`src/rtl/adder_stage_ctrl_if.sv`:
```
// Operand/result handshake bundle between the sequencing stage, its upstream,
// downstream, and the combinational adder it drives.
interface adder_stage_ctrl_if #(
   parameter int unsigned WIDTH = 32
);
   logic             in_valid;
   logic             in_ready;
   logic [WIDTH-1:0] in_a;
   logic [WIDTH-1:0] in_b;
   logic [WIDTH-1:0] add_a;
   logic [WIDTH-1:0] add_b;
   logic [WIDTH:0]   add_sum;
   logic             out_valid;
   logic             out_ready;
   logic [WIDTH:0]   out_sum;

   // master: upstream/downstream/adder side
   modport master (
      output in_valid, in_a, in_b, out_ready, add_sum,
      input  in_ready, out_valid, out_sum, add_a, add_b
   );

   // slave: the sequencing stage itself
   modport slave (
      input  in_valid, in_a, in_b, out_ready, add_sum,
      output in_ready, out_valid, out_sum, add_a, add_b
   );
endinterface

```
`src/rtl/adder_stage_ctrl.sv`:
```
// Sequencing stage ahead of a combinational carry-skip adder: holds operands,
// waits a settle window, captures SUM. Optional self-check: ADDER_CHECK_EN.
module adder_stage_ctrl #(
   parameter int unsigned WIDTH         = 32,
   parameter int unsigned SETTLE_CYCLES = 2
) (
   input  logic                clk,
   input  logic                rst_n,
   adder_stage_ctrl_if.slave   bus,
   output logic                busy,
   output logic                err
);
   localparam int unsigned CNT_W = 4;
   localparam logic [CNT_W-1:0] CNT_LOAD = CNT_W'(SETTLE_CYCLES - 1);

   typedef enum logic [1:0] {
      IDLE,
      SETTLE,
      HOLD
   } state_t;

   state_t           state, state_d;
   logic [CNT_W-1:0] cnt, cnt_d;
   logic [WIDTH-1:0] a_q, a_d;
   logic [WIDTH-1:0] b_q, b_d;
   logic [WIDTH:0]   sum_q, sum_d;
   logic             valid_q, valid_d;
   logic             ready_c;
   logic             accept;
   logic             capture;

   assign ready_c       = (state == IDLE) | ((state == HOLD) & bus.out_ready);
   assign accept        = bus.in_valid & ready_c;
   assign capture       = (state == SETTLE) & (cnt == '0);
   assign bus.in_ready  = ready_c;
   assign bus.add_a     = a_q;
   assign bus.add_b     = b_q;
   assign bus.out_sum   = sum_q;
   assign bus.out_valid = valid_q;
   assign busy          = (state != IDLE);

   always_ff @(posedge clk or negedge rst_n) begin
      if (!rst_n) begin
         state   <= IDLE;
         cnt     <= '0;
         a_q     <= '0;
         b_q     <= '0;
         sum_q   <= '0;
         valid_q <= 1'b0;
      end else begin
         state   <= state_d;
         cnt     <= cnt_d;
         a_q     <= a_d;
         b_q     <= b_d;
         sum_q   <= sum_d;
         valid_q <= valid_d;
      end
   end

   // Accept is applied after the case so a HOLD handshake can reload with no IDLE bubble
   always_comb begin
      state_d = state;
      cnt_d   = cnt;
      a_d     = a_q;
      b_d     = b_q;
      sum_d   = sum_q;
      valid_d = valid_q;
      case (state)
         IDLE: ;
         SETTLE: begin
            if (capture) begin
               sum_d   = bus.add_sum;
               valid_d = 1'b1;
               state_d = HOLD;
            end else begin
               cnt_d = cnt - CNT_W'(1);
            end
         end
         HOLD: begin
            if (bus.out_ready) begin
               valid_d = 1'b0;
               state_d = IDLE;
            end
         end
         default: state_d = IDLE;
      endcase
      if (accept) begin
         a_d     = bus.in_a;
         b_d     = bus.in_b;
         cnt_d   = CNT_LOAD;
         state_d = SETTLE;
      end
   end

`ifdef ADDER_CHECK_EN
   logic           err_q;
   logic [WIDTH:0] ref_sum;

   assign ref_sum = {1'b0, a_q} + {1'b0, b_q};
   assign err     = err_q;

   // Sticky until reset; the captured sum is never altered by the check
   always_ff @(posedge clk or negedge rst_n) begin
      if (!rst_n) begin
         err_q <= 1'b0;
      end else if (capture && (bus.add_sum != ref_sum)) begin
         err_q <= 1'b1;
      end
   end
`else
   assign err = 1'b0;
`endif

endmodule

```
`src/flat_wrapper.sv`:
```
// flat-port wrapper written by rule: the top's interface ports become plain ports
module adder_stage_ctrl_flat 
#(
   parameter int unsigned WIDTH         = 32,
   parameter int unsigned SETTLE_CYCLES = 2
)
  (clk, rst_n, busy, err, bus_in_valid, bus_in_a, bus_in_b, bus_out_ready, bus_add_sum, bus_in_ready, bus_out_valid, bus_out_sum, bus_add_a, bus_add_b);
  adder_stage_ctrl_if #(.WIDTH(WIDTH)) bus_i ();
  input  logic clk;
  input  logic rst_n;
  output logic busy;
  output logic err;
  input wire logic [$bits(bus_i.in_valid)-1:0] bus_in_valid;
  input wire logic [$bits(bus_i.in_a)-1:0] bus_in_a;
  input wire logic [$bits(bus_i.in_b)-1:0] bus_in_b;
  input wire logic [$bits(bus_i.out_ready)-1:0] bus_out_ready;
  input wire logic [$bits(bus_i.add_sum)-1:0] bus_add_sum;
  output wire logic [$bits(bus_i.in_ready)-1:0] bus_in_ready;
  output wire logic [$bits(bus_i.out_valid)-1:0] bus_out_valid;
  output wire logic [$bits(bus_i.out_sum)-1:0] bus_out_sum;
  output wire logic [$bits(bus_i.add_a)-1:0] bus_add_a;
  output wire logic [$bits(bus_i.add_b)-1:0] bus_add_b;
  assign bus_i.in_valid = bus_in_valid;
  assign bus_i.in_a = bus_in_a;
  assign bus_i.in_b = bus_in_b;
  assign bus_i.out_ready = bus_out_ready;
  assign bus_i.add_sum = bus_add_sum;
  assign bus_in_ready = bus_i.in_ready;
  assign bus_out_valid = bus_i.out_valid;
  assign bus_out_sum = bus_i.out_sum;
  assign bus_add_a = bus_i.add_a;
  assign bus_add_b = bus_i.add_b;
  adder_stage_ctrl #(.WIDTH(WIDTH), .SETTLE_CYCLES(SETTLE_CYCLES)) u_core (.clk(clk), .rst_n(rst_n), .bus(bus_i), .busy(busy), .err(err));
endmodule
```
`config.mk`:
```
export PLATFORM = sky130hd
export DESIGN_NAME = adder_stage_ctrl_flat
export DESIGN_NICKNAME = d
export VERILOG_FILES = /design/src/rtl/adder_stage_ctrl_if.sv /design/src/rtl/adder_stage_ctrl.sv /design/src/flat_wrapper.sv
export SDC_FILE = /design/constraint.sdc
export NUM_CORES = 1
export LEC_CHECK = 0
export ABC_CLOCK_PERIOD_IN_PS = 2900
export CORE_MARGIN = 4
export CORE_UTILIZATION = 43
export DETAILED_ROUTE_END_ITERATION = 7
export PLACE_DENSITY = 0.85
export SLEW_MARGIN = 25
export SYNTH_ARGS = -nofsm -noshare
export SYNTH_HDL_FRONTEND = slang
export SYNTH_SLANG_ARGS = --single-unit
```
`constraint.sdc`:
```
create_clock -name clk -period 2.9 [get_ports clk]
set_input_delay 0.58 -clock clk [delete_from_list [all_inputs] [get_ports clk]]
set_output_delay 0.58 -clock clk [all_outputs]
set_load 0.01 [all_outputs]
```
==> results of run 1 <==
## cell usage after synthesis, drive strengths merged
library cell,n,share of area
dfrtp,104,0.63
mux2,98,0.29
buf,11,0.024
inv,5,0.0046
o21ai,4,0.0049
a21oi,3,0.0037
nand2,3,0.0027
nand2b,3,0.0046
a21boi,2,0.0037
a21o,1,0.0018
and2b,1,0.0018
conb,1,0.00091
ha,1,0.0030
mux2i,1,0.0024
nand3,1,0.0043
nand4b,1,0.0021
nor2,1,0.00091
nor2b,1,0.0021
or2,1,0.0015
or3,1,0.0015
or4,1,0.0018
## worst max-delay path, stage by stage
cell,delay (ns)
clkdlybuf4s50_1,0.50
inv_1,0.06
a21oi_1,0.15
clkdlybuf4s50_1,0.56
## how the worst min path moves through the flow
| stage | cells after the start | to | startpoint | slack (ns) |
|---|---|---|---|---|
| 2_1_floorplan | 0 | u_core.bus.add_a[0]$_DFFE_PN0N_ | rst_n | 0.28 |
| 3_3_place_gp | 1 | u_core.bus.add_a[24]$_DFFE_PN0N_ | u_core.bus.add_a[24]$_DFFE_PN0N_ | 0.49 |
| 3_5_place_dp | 1 | u_core.bus.out_sum[15]$_DFFE_PN0P_ | u_core.bus.out_sum[15]$_DFFE_PN0P_ | 0.49 |
| 4_1_cts | 2 | u_core.bus.out_sum[14]$_DFFE_PN0P_ | rst_n | 0.30 |
| 5_1_grt | 2 | u_core.bus.out_sum[25]$_DFFE_PN0P_ | rst_n | 0.32 |
| 6_report | 2 | u_core.bus.out_sum[14]$_DFFE_PN0P_ | rst_n | 0.28 |
## state kept, by name, indices dropped and copies added (netlist names)
name                  flops
u_core.cnt                4
u_core.bus.out_valid      1
u_core.bus.out_sum       33
u_core.bus.add_a         32
u_core.state              2
u_core.bus.add_b         32
## where the power goes
group          switching, mW  leakage [nW]  internal, mW
Clock                  0.471         0.106         0.509
Combinational           1.25          1.45          2.29
Sequential             0.391          1.22          2.19
## metrics by stage
step                      cells  setup WS, ns   util  hold slack, ns  power (mW)
after floorplan             245          1.31      -           0.284        4.32
after global placement      565         0.524  0.669           0.486        6.07
after detailed placement    565         0.470  0.669           0.491        6.20
after CTS                   581         0.469  0.693           0.305        7.20
after global routing        581         0.446  0.693           0.320        7.52
final                       581         0.476  0.693           0.279        7.11
## cell families (layout without fill, tap and decap cells)
family	count (synthesis)	count (layout)
flops	104	104
mux	99	99
buf+inv	16	223
simple gates	14	14
compound gates	10	10
fa+ha+maj	1	1
other cells	1	1
## final cells by class
cell class                      count  share of cell area
Timing Repair Buffer              202               0.317
Inverter                            5             0.00292
Sequential cell                   104               0.404
Clock inverter                      5              0.0124
Clock buffer                       11              0.0220
Tap cell                          129              0.0251
Multi-Input combinational cell    125               0.216
## routing by layer
metal | share of wire | vias to the layer above | wire length, um
li1 | - | 1250 | -
met1 | 0.40 | 1338 | 3890
met2 | 0.50 | 120 | 4900
met3 | 0.085 | 11 | 831
met4 | 0.012 | 0 | 113
met5 | 0 | - | 0
==> Flow_metrics.wiki, run 1 <==
{| class="wikitable"
! Metric !! Value
|-
| Final layout net count || about 550
|-
| Max Freq || roughly 410 MHz
|-
| Final Hold Vio Count || 0
|-
| FF-to-FF path depth || 4
|-
| Antenna cells || 0
|-
| Number of buffers created by CTS || 9
|-
| Area grow syn2layout || 56.7%
|-
| Worst r2r dst || u_core.bus.out_sum[18]$_DFFE_PN0P_
|-
| Area of all sequential standard cells || between 0.002 and 0.003 sq mm
|-
| Insertion delay to the later sink of the worst-skew pair || 0.34 ns
|-
| Most frequent cells in the layout || clkdlybuf4s50_1 (199), dfrtp_1 (104), mux2_2 (70)
|-
| Cts hold-fix bufs || 0
|-
| Post-synthesis xor/xnor area fraction || 0
|-
| Vertical extent of the die || ~110 um
|-
| WP data required || 2.32 ns
|-
| Setup TNS || 0 ns
|-
| Most common cell after layout, fill and taps aside || clkdlybuf4s50_1
|-
| Remaining DRCs || 0
|-
| Total power per unit cell area || 1100 mW/mm^2
|-
| Fraction of met2 tracks used by global routing || 0.300
|-
| Max-cap violation count || 0
|-
| Antenna viol nets, final || 0
|-
| Final period demand of the worst path || between 2 and 2.5 ns
|-
| Global-route wire length before repair || roughly 15 mm
|-
| Number of different library cells in the post-synthesis netlist || 25
|-
| Met1 global-route usage || 0.203
|-
| Fraction of final layout cells with drive strength greater than 1 || 0.265
|-
| Initial DRC count || 102
|-
| Run status || complete, no violations
|-
| FF-to-FF setup slack || a little under 1 ns
|-
| CTS H-Tree Depth || 3
|-
| Kind of capture point of the worst setup path || primary output
|-
| Lkg Pwr || between 2 and 3 nW
|-
| Total track usage || 0.173
|-
| Post-synthesis simple-gate area fraction || 0.0235
|-
| Final setup violation count || 0
|-
| Root Driver || clkbuf_8
|-
| Sequential cell area fraction in the yosys report || 0.634
|-
| Worst min path class || primary input to asynchronous set/reset pin
|-
| Multi-input gate area || ~0.0014 sq mm
|-
| Synthesized cell area || about 0.004 sq mm
|-
| Pin slew with the least headroom to its limit || 0.658 ns
|-
| Count of state elements after synthesis || between 100 and 150
|-
| Number of inserted filler cells in the final layout || roughly 700
|-
| Met3 Usage GRT || 0.0588
|-
| Post-cts repair resize count || 0
|-
| Final Skew || 0.0110 ns
|-
| Post-synthesis share of cell area spent on full adders, half adders and majority gates || 0.00305
|-
| CTS max path bufs || 2
|-
| Biggest fanout along the worst timing path || 3
|-
| Via-to-Cell Ratio || 4.68
|-
| Io pins || between 200 and 250
|-
| Max-slew headroom || 0.561
|-
| Net count of the mapped netlist || 347
|-
| Finished layout cell area || roughly 0.0064 sq mm
|-
| Via count || between 2000 and 3000
|-
| WP data arrival || ~1.8 ns
|-
| Post-Place Cell Area || 0.00621 sq mm
|-
| Initial core utilization || 0.442
|-
| Mapped Cells || 245
|-
| Placer's final routability congestion estimate || around 0.72
|-
| Synth Area in Compound Gates || 0.0140
|-
| Final max-slew violation count || 0
|-
| GRT busiest layer || met2
|-
| RSZ-0062 raised after global routing || no
|-
| Overall routed net length || about 9.7 mm
|-
| Critical setup path kind || primary input to primary output
|-
| TritonCTS clock tree || built
|-
| Largest family of logic cells by synthesized area || multiplexers
|-
| IR drop worst, VDD || 0.000558 V
|-
| Remaining global-route overflow || 0
|-
| Total clock sinks || about 100
|-
| Clock transition at the register clock pins on the worst setup and hold paths after CTS || about 0.090 ns
|-
| Reg2Reg Launch Point || u_core.cnt[0]$_DFFE_PN0P_
|-
| DP HPWL || a little over 7 mm
|-
| Number of rows created at floorplan || 35
|-
| Mean instance size in the synthesized netlist || between 15 and 20 sq um
|-
| Number of global-route vias before repair || about 3000
|-
| Post-CTS setup-driven buffer insertion count || 0
|-
| Largest net degree at the start of global routing || approximately 110
|-
| Worst setup path endpoint || bus_in_ready
|-
| Number of antenna violations at the first check in global routing || 0
|-
| Number of warning messages in the yosys log || 0
|-
| 1st-pass router iterations || 4
|-
| Routed length per instance || 16.8 um
|-
| Final clock period utilization by the worst path || 0.836
|-
| Critical Path Source Type || primary input
|-
| Standard cell core area || around 0.0093 sq mm
|-
| Mux share of post-synthesis cell area || 0.297
|-
| Worst Setup SP || bus_out_ready
|-
| Die W || ~110 um
|-
| Area of the die || around 0.011 sq mm
|-
| Total of buffers placed on input and output ports || 200
|}
Power figures use the tool's default switching activity.
==> run 2: changes to the inputs <==
ABC_CLOCK_PERIOD_IN_PS = 2000   (was 2900)
CORE_UTILIZATION = 36   (was 43)
PLACE_DENSITY = 0.76   (was 0.85)
clock period = 2 ns   (was 2.9 ns; I/O delays follow)
==> run 2 against run 1 <==
Combinational power increased by 46%. Total power increased by 48%. Global-route usage decreased by 1.7 points. Final cell count increased by 2.2%. Clock power increased by 63%. Critical path type unchanged. Critical endpoint unchanged. Highest routed layer unchanged.
==> Flow_metrics.wiki, run 2 (same netlist as run 1, synthesis figures left out) <==
{| class="wikitable"
! Metric !! Value
|-
| Final layout net count || 554 (+0.91%)
|-
| Remaining global-route overflow || 0 (unchanged)
|-
| Initial core utilization || 0.374 (-0.0684)
|-
| Kind of capture point of the worst setup path || primary output
|-
| HP Start || u_core.bus.out_sum[5]$_DFFE_PN0P_
|-
| FF-to-FF setup slack || 0.43 ns (-0.55 ns)
|-
| Total buffers and inverters traversed by the critical path || 3 (unchanged)
|-
| WP data arrival || 1.35 ns (-0.49 ns)
|-
| Most frequent cells in the layout || clkdlybuf4s50_1 (197), dfrtp_1 (103), mux2_2 (70)
|-
| Final period demand of the worst path || between 1.5 and 2 ns
|-
| Number of flip-flops in the largest register || 33 (unchanged)
|-
| Total of buffers placed on input and output ports || 200 (unchanged)
|-
| Setup TNS || 0 ns (unchanged)
|-
| Slowest cell on crit path || clkdlybuf4s50_1
|-
| Final total power || 10.5 mW (+48%)
|-
| Via count || 2742 (+0.85%)
|-
| Overall routed net length || 9.92 mm (+1.8%)
|-
| Total power per unit cell area || 1610 mW/mm^2 (+45%)
|-
| Number of global-route vias before repair || 3096 (+3.6%)
|-
| Global-route wire length before repair || 15.9 mm (+4.0%)
|-
| End-of-flow core utilization || 0.597 (-0.0962)
|-
| DP HPWL || 7.50 mm (+4.5%)
|-
| Number of inserted filler cells in the final layout || 890 (+28%)
|-
| Routed length per instance || 16.7 um (-0.41%)
|-
| 1st-pass router iterations || 4 (unchanged)
|-
| Total clock sinks || 104 (unchanged)
|-
| Number of rows created at floorplan || 38 (+8.6%)
|-
| Worst hold path depth || 1
|-
| Area of the die || 0.0132 sq mm (+18%)
|-
| Number of buffers created by CTS || 9 (unchanged)
|-
| IR drop worst, VDD || 0.000929 V (+66%)
|-
| Chain of cells forming the critical path || clkdlybuf4s50_1 > inv_1 > a21oi_1 > dlygate4sd2_1
|-
| Placer's final routability congestion estimate || 0.696 (-2.9%)
|-
| CTS H-Tree Depth || 3 (unchanged)
|-
| Number of antenna violations at the first check in global routing || 0 (unchanged)
|-
| Standard cell core area || 0.0110 sq mm (+18%)
|-
| Remaining DRCs || 0 (unchanged)
|-
| Area grow syn2layout || 59.6%
|-
| Post-Place Cell Area || 0.00628 sq mm (+1.1%)
|-
| Critical Path Source Type || primary input
|-
| Via-to-Cell Ratio || 4.62 (-1.4%)
|-
| Fraction of final layout cells with drive strength greater than 1 || 0.269 (+0.00324)
|-
| Reg2Reg Launch Point || u_core.cnt[0]$_DFFE_PN0P_
|-
| Worst min path class || flop to flop
|-
| Worst r2r dst || u_core.bus.out_sum[5]$_DFFE_PN0P_
|-
| Max Freq || 572 MHz
|-
| CTS max path bufs || 2 (unchanged)
|-
| Finished layout cell area || 0.00656 sq mm (+1.9%)
|-
| Largest net degree at the start of global routing || 46 (-56%)
|-
| Final Skew || 0.00760 ns (-0.00338 ns)
|-
| Final Hold Vio Count || 0 (unchanged)
|-
| Critical path's largest stage delay || 0.48 ns (-0.08 ns)
|-
| Final clock period utilization by the worst path || 0.874
|-
| Insertion delay to the later sink of the worst-skew pair || 0.34 ns (about the same)
|-
| Lkg Pwr || 2.84 nW (+2.4%)
|-
| Final max-slew violation count || 0 (unchanged)
|-
| Final setup violation count || 0 (unchanged)
|-
| Antenna cells || 0 (unchanged)
|-
| Root Driver || clkbuf_16
|-
| Hold slack || 0.503 ns (+0.224 ns)
|-
| Io pins || 202 (unchanged)
|-
| Most common cell after layout, fill and taps aside || clkdlybuf4s50_1
|-
| Run status || complete, no violations
|-
| WP data required || 1.60 ns (-0.72 ns)
|-
| Total track usage || 0.155 (-0.0174)
|-
| Antenna viol nets, final || 0 (unchanged)
|-
| Vertical extent of the die || 115 um (+8.6%)
|-
| Critical setup path kind || primary input to primary output
|-
| Worst min-delay path endpoint || u_core.bus.out_sum[5]$_DFFE_PN0P_
|-
| TritonCTS clock tree || built
|-
| Biggest fanout along the worst timing path || 2 (-1)
|-
| FF-to-FF path depth || 5 (+1)
|-
| Max-cap violation count || 0 (unchanged)
|-
| Clock transition at the register clock pins on the worst setup and hold paths after CTS || 0.06 ns (-0.03 ns)
|-
| Initial DRC count || 140 (+37%)
|-
| Die W || 115 um (+8.6%)
|-
| RSZ-0062 raised after global routing || no
|-
| Family of cells with the greatest summed delay on the critical path || buffers and inverters
|}
## run 2: cell types whose count changed in the layout (fill, tap and decap cells not counted), sizes merged
| cell | previous run | this run |
|---|---|---|
| clkinvlp | 2 | 0 |
| bufinv | 2 | 0 |
| dlygate4sd3 | 0 | 1 |
| dlymetal6s2s | 0 | 1 |
| buf | 3 | 7 |
| clkdlybuf4s50 | 199 | 197 |
| clkbuf | 11 | 12 |
| dlygate4sd2 | 0 | 1 |
## run 2: area by class of cell
class	instances	area, sq um	area share
clock buffers	12	256	0.0391
repair buffers	207	2110	0.321
well taps	140	175	0.0267
multi-input cells	125	1390	0.212
clock inverters	1	5.00	0.000763
flip-flops and latches	104	2600	0.397
inverters	5	18.8	0.00286
## run 2: stage by stage
| step | std cells | setup slack, ns |
|---|---|---|
| 3_5_place_dp | 580 | -0.0285 |
| 3_3_place_gp | 580 | -0.0145 |
| 5_1_grt | 594 | 0.186 |
| 6_report | 594 | 0.253 |
| 2_1_floorplan | 245 | 0.586 |
| 4_1_cts | 594 | 0.0107 |
## run 2: worst max path at each step
stage	cells after the start	slack, ns	start	endpoint
final	4	0.25	bus_out_ready	bus_in_ready
after CTS	2	0.01	u_core.state[1]$_DFFE_PN0P_	busy
after global placement	4	-0.01	bus_out_ready	bus_in_ready
after floorplan	5	0.59	bus_out_ready	u_core.bus.add_b[10]$_DFFE_PN0N_
after global routing	4	0.19	bus_out_ready	bus_in_ready
after detailed placement	4	-0.03	bus_out_ready	bus_in_ready
## run 2: worst reg2reg max path, delay by kind of cell, from the launching register on
family        cells  cell delay (ns)
fa+ha+maj         1             0.27
flops             1             0.39
buf+inv           2             0.31
simple gates      1             0.10
mux               1             0.39
## run 2: metal layers
metal	wire length, um	global-route usage
met4	128	0.0446
met1	3710	0.176
met3	1110	0.0837
met5	0	0
met2	4970	0.255
## run 2: what timing repair did
action,CTS,global route
resized for setup,1,2
endpoints found under the hold margin,23,0
buffers inserted,0,0
pin swaps,0,0
hold buffers,1,0
endpoints found under the setup margin,1,1
## run 2: report_power, final
group | switching (mW) | internal, mW
combinational | 1.82 | 3.35
sequential | 0.564 | 3.19
clock | 0.712 | 0.890
